`src/rtl/systolic_output_deskew.sv`:
```
// systolic_output_deskew: delays each skewed array lane into an aligned
// row, queues rows in a first-word-fall-through FIFO, requests stall.
module systolic_output_deskew #(
  parameter int LANES      = 4,
  parameter int DATA_WIDTH = 32,
  parameter int FIFO_DEPTH = 8
) (
  input  logic                             CLK,
  input  logic                             SYNC_RST,
  input  logic                             EN,
  input  logic [LANES-1:0]                 In_Valid,
  input  logic [LANES*DATA_WIDTH-1:0]      In_Data,
  output logic                             Out_Valid,
  input  logic                             Out_Ready,
  output logic [LANES*DATA_WIDTH-1:0]      Out_Data,
  output logic [$clog2(FIFO_DEPTH+1)-1:0]  Fifo_Count,
  output logic                             Stall_Req,
  output logic                             Overflow,
  output logic                             Skew_Err
);

  localparam int CW = $clog2(FIFO_DEPTH+1);
  localparam int PW = (FIFO_DEPTH > 1) ? $clog2(FIFO_DEPTH) : 1;
  localparam logic [PW-1:0] LAST = PW'(FIFO_DEPTH-1);
  localparam logic [CW-1:0] FULL = CW'(FIFO_DEPTH);

  typedef logic [LANES*DATA_WIDTH-1:0] row_t;

  logic [LANES-1:0] al_vld;
  row_t             al_row;

  // lane i gets LANES-i stages so every lane lands in the same slot
  for (genvar i = 0; i < LANES; i++) begin : g_lane
    localparam int D = LANES - i;

    logic [DATA_WIDTH-1:0] dat_q [D];
    logic [DATA_WIDTH-1:0] dat_d [D];
    logic [D-1:0]          vld_q;
    logic [D-1:0]          vld_d;

    always_comb begin
      dat_d = dat_q;
      vld_d = vld_q;
      if (EN) begin
        dat_d[0] = In_Data[i*DATA_WIDTH +: DATA_WIDTH];
        vld_d[0] = In_Valid[i];
        for (int s = 1; s < D; s++) begin
          dat_d[s] = dat_q[s-1];
          vld_d[s] = vld_q[s-1];
        end
      end
    end

    always_ff @(posedge CLK) begin
      if (SYNC_RST) begin
        dat_q <= '{default: '0};
        vld_q <= '0;
      end else begin
        dat_q <= dat_d;
        vld_q <= vld_d;
      end
    end

    assign al_vld[i] = vld_q[D-1];
    assign al_row[i*DATA_WIDTH +: DATA_WIDTH] = dat_q[D-1];
  end

  row_t          mem_q [FIFO_DEPTH];
  row_t          mem_d [FIFO_DEPTH];
  logic [PW-1:0] rd_q, rd_d;
  logic [PW-1:0] wr_q, wr_d;
  logic [CW-1:0] cnt_q, cnt_d;
  logic          ovf_q, ovf_d;
  logic          skew_q, skew_d;
  logic          all_v, any_v;
  logic          push_req, push, pop;

  always_comb begin
    all_v    = &al_vld;
    any_v    = |al_vld;
    push_req = EN && all_v;
    pop      = (cnt_q != '0) && Out_Ready;
    // a pop on the same edge frees the slot the push needs
    push     = push_req && ((cnt_q < FULL) || pop);

    mem_d  = mem_q;
    rd_d   = rd_q;
    wr_d   = wr_q;
    cnt_d  = cnt_q;
    ovf_d  = ovf_q;
    skew_d = skew_q;

    if (push) begin
      mem_d[wr_q] = al_row;
      wr_d = (wr_q == LAST) ? '0 : wr_q + 1'b1;
    end
    if (pop) begin
      rd_d = (rd_q == LAST) ? '0 : rd_q + 1'b1;
    end
    if (push && !pop) begin
      cnt_d = cnt_q + 1'b1;
    end else if (pop && !push) begin
      cnt_d = cnt_q - 1'b1;
    end
    if (push_req && !push) begin
      ovf_d = 1'b1;
    end
    if (EN && any_v && !all_v) begin
      skew_d = 1'b1;
    end
  end

  always_ff @(posedge CLK) begin
    if (SYNC_RST) begin
      mem_q  <= '{default: '0};
      rd_q   <= '0;
      wr_q   <= '0;
      cnt_q  <= '0;
      ovf_q  <= 1'b0;
      skew_q <= 1'b0;
    end else begin
      mem_q  <= mem_d;
      rd_q   <= rd_d;
      wr_q   <= wr_d;
      cnt_q  <= cnt_d;
      ovf_q  <= ovf_d;
      skew_q <= skew_d;
    end
  end

  assign Out_Valid  = (cnt_q != '0);
  assign Out_Data   = mem_q[rd_q];
  assign Fifo_Count = cnt_q;
  assign Stall_Req  = (FIFO_DEPTH - int'(cnt_q)) < LANES;
  assign Overflow   = ovf_q;
  assign Skew_Err   = skew_q;

endmodule

```
`config.mk`:
```
export PLATFORM = sky130hd
export DESIGN_NAME = systolic_output_deskew
export DESIGN_NICKNAME = d
export VERILOG_FILES = /design/src/rtl/systolic_output_deskew.sv
export SDC_FILE = /design/constraint.sdc
export NUM_CORES = 2
export LEC_CHECK = 0
export ABC_AREA = 1
export CAP_MARGIN = 10
export CORE_ASPECT_RATIO = 0.8
export CORE_UTILIZATION = 55
export CTS_BUF_LIST = sky130_fd_sc_hd__clkbuf_4
export CTS_CLUSTER_DIAMETER = 60
export DETAILED_ROUTE_END_ITERATION = 10
export PLACE_DENSITY = 0.8
export SLEW_MARGIN = 40
export SYNTH_ARGS = -nofsm -noshare
export SYNTH_HDL_FRONTEND = slang
export SYNTH_SLANG_ARGS = --single-unit
```
`constraint.sdc`:
```
create_clock -name CLK -period 4.4 [get_ports CLK]
set_clock_uncertainty 0.1 [all_clocks]
set_input_delay 1.32 -clock CLK [delete_from_list [all_inputs] [get_ports CLK]]
set_output_delay 1.32 -clock CLK [all_outputs]
set_load 0.03 [all_outputs]
```
==> summary.md <==
| Metric | Value |
|---|---|
| Row cnt | 107 |
| P&R area growth vs syn | 16.3% |
| Number of global-route vias before repair | around 53000 |
| Largest net degree at the start of global routing | approximately 140 |
| Final Power | 38.9 mW |
| Max H-tree Level | 5 |
| WL/cell | between 15 and 20 µm |
| Starting DRT DRC Count | 6306 |
| Worst path arrival time | 2.96 ns |
| VDD IR max | 0.552 mV |
| Peak Freq | 228 MHz |
| Initial antenna violation count | 5 |
| Die width | between 300 and 400 µm |
| Share of layout cells above drive strength 1 | 9.91% |
| DP Area | 0.0630 mm² |
| Max-Cap Viols | 0 |
| Post-DP HPWL | ~91000 µm |
| Hold Crit Start | g_lane[0].dat_q[123]$_SDFFE_PP0P_ |
| Vias | 57900 |
| Clock Sinks | 1366 |
| Fin crit share | 99.6% |
| Area occupied by multi-input gates | 0.0270 mm² |
| Starting density of the core | 55.6% |
| Clk pin slew, worst setup/hold paths | 0.07 ns |
| Num CTS Buffers | 355 |
| Net count, final | 9330 |
| Slew HR | 36.4% |
| Top_reg_cell synth | dfxtp_1 |
| Clock insertion delay at the later pin of the skew report | 1.27 ns |
| Die area | 0.109 mm² |
| Grt ovf | 0 |
| Endpoints failing hold | 0 |
| Mapped cell area | 0.0595 mm² |
| PD cells | ~560 mW/mm² |
| Mapped Cells | 9008 |
| Synth unique cells | 26 |
| Final Cell Area | 0.0691 mm² |
| Clk buf depth | 4 |
| Worst slack, placed | 0.533 ns |
| Crit Path Max Fanout | 12 |
| Warnings from Yosys | 0 |
| Final setup fails | 0 |
| Port buffer count | about 270 |
| Critical R2R Launch | g_lane[2].vld_q[1]$_SDFFE_PP0P_ |
| Req. time, crit path | 2.98 ns |
| Seq/Total Area, Yosys | 46.0% |
| TritonRoute pass-1 iters | 9 |
| Die Y | 296 µm |
| Synthesis-stage register bit count | about 1400 |
| Unrepaired setup endpoints after global routing | yes |
| PnR worst setup slack | approximately 0.015 ns |
| Yosys top cell area share | 46.0% |
| Endpoint type of the worst setup path | output port |
| Post-Syn Area per Cell | ~6.6 µm² |
| Largest cells by area after synthesis | dfxtp_1 (46%), nor2_1 (15%), nand2_1 (12%) |
| All-layer global routing usage | a little under a third |
| Final GP Congestion | 0.797 |
| Outcome | finished with violations |
| Final Critical Period | approximately 4.4 ns |
| IO Pins | roughly 270 |
| Post-synth EDFFs | 0 |
| Sequential cell area | 0.0274 mm² |
| Core area | between 0.1 and 0.15 mm² |
| Post-CTS Hold Buffers | 0 |
| Final ANT Viol Nets | 0 |
| Static leakage | 32.1 nW |
| First-pass GRT wire length | 277000 µm |
| Asr flop ratio synth | 0% |
| CTS root buf | clkbuf_4 |
| Syn nets | between 9000 and 10000 |
| Synth area leader | dfxtp_1 |
| DR vias/cell | 5.37 |
| Routed wire length | 178000 µm |
| Violated checks | design-rule violations |
| Worst-Margin Slew | 0.954 ns |
| Type of the most critical hold path | register to register |
| Most common cell in the netlist | nor2_1 |
| Residual DRC | 12 |
| Fillers | 9323 |
| WS Path Type | register to output port |
| CP Launch Type | register |
| Top cells by count, synth | nor2_1 (2331), nand2_1 (1938), dfxtp_1 (1366) |
| CTS tree | done |
| Worst Setup SP | rd_q[0]$_SDFFE_PP0P_ |
| Slew Limit Fails | 0 |
## placed cells by master, fill, tap and decap left out, types with 99 or more instances in the layout
master and n:
nor2_1 2330, nand2_1 1938, dfxtp_1 1363, o21ai_0 854, a21oi_1 750, inv_1 659, clkbuf_4 497, clkdlybuf4s50_1 142
nand3_1 135, o21ai_1 119, buf_4 116, o21a_1 99
## power by group
part | total [mW] | internal (mW) | switching (mW)
sequential | 12.9 | 12.6 | 0.273
clock | 10.4 | 5.39 | 4.97
combinational | 15.7 | 6.18 | 9.51
## flip-flops by register name, indices dropped and copies added (netlist names)
signal and flops:
g_lane.dat_q 224, wr_q 3, Skew_Err 1, Overflow 1, Fifo_Count 4, mem_q 1024
al_row 96, rd_q 3, g_lane.vld_q 10
## final cells by class
cell class / instances / share of cell area, %
antenna: 9 / 0.0326
clock buffer: 496 / 5.39
clock inverter: 45 / 0.442
inverter: 664 / 3.68
multi-input combinational: 6316 / 39.0
sequential: 1366 / 39.6
tap: 1417 / 2.56
timing repair buffer: 476 / 9.15
timing repair inverter: 7 / 0.125
## cells by family (layout without fill, tap and decap cells)
family	Yosys count	in the layout	synth area share (%)
simple gates	4419	4419	28.3
compound gates	1886	1886	16.4
flops	1366	1366	46.0
buf+inv	1326	1688	9.10
fa+ha+maj	8	8	0.181
xor+xnor	3	3	0.0442
other cells	0	9	0
## critical path, stage by stage, from the launching register on
cell and delay [ns]:
dfxtp_4 0.37, buf_12 0.14, inv_16 0.12, buf_16 0.16, buf_4 0.14, buf_8 0.14, a21oi_1 0.08, o21ai_1 0.11
nand2_1 0.09, o21a_2 0.24, buf_12 0.14
## per-stage QoR
stage                     hold slack, ns  TNS [ns]  utilization (%)  cells
final                              0.324         0             64.7  10800
after global routing               0.333     -3.39             64.7  10800
after CTS                          0.286    -0.786             64.3  10800
after detailed placement           0.341         0             59.0  10200
after global placement             0.340         0             59.0  10200
after floorplan                    0.346         0                -   9008
## final timing paths
kind | to | slack [ns] | cells after the start
max | Out_Data[87] | 0.02 | 10
min | g_lane[0].dat_q[91]$_SDFFE_PP0P_ | 0.32 | 2
max reg2reg | mem_q[958]$_SDFFE_PP0P_ | 1.65 | 10
min reg2reg | g_lane[0].dat_q[91]$_SDFFE_PP0P_ | 0.32 | 2
## metal layers
layer	wire length [µm]	global-route usage (%)	vias to the layer above
met1	77700	43.4	26300
met5	0	0	-
met2	77700	48.2	2651
met4	5710	13.4	0
met3	16600	5.08	393
li1	-	-	28600
## repair_timing
action                                 4_1_cts  5_1_grt
gates resized for setup                    326       67
setup endpoints to repair                  128       76
setup buffers                               27        2
endpoints found under the hold margin        0        0
cloned                                      35        9
pin swaps                                    4        3
No activity file was read; power rests on OpenSTA's default activity.
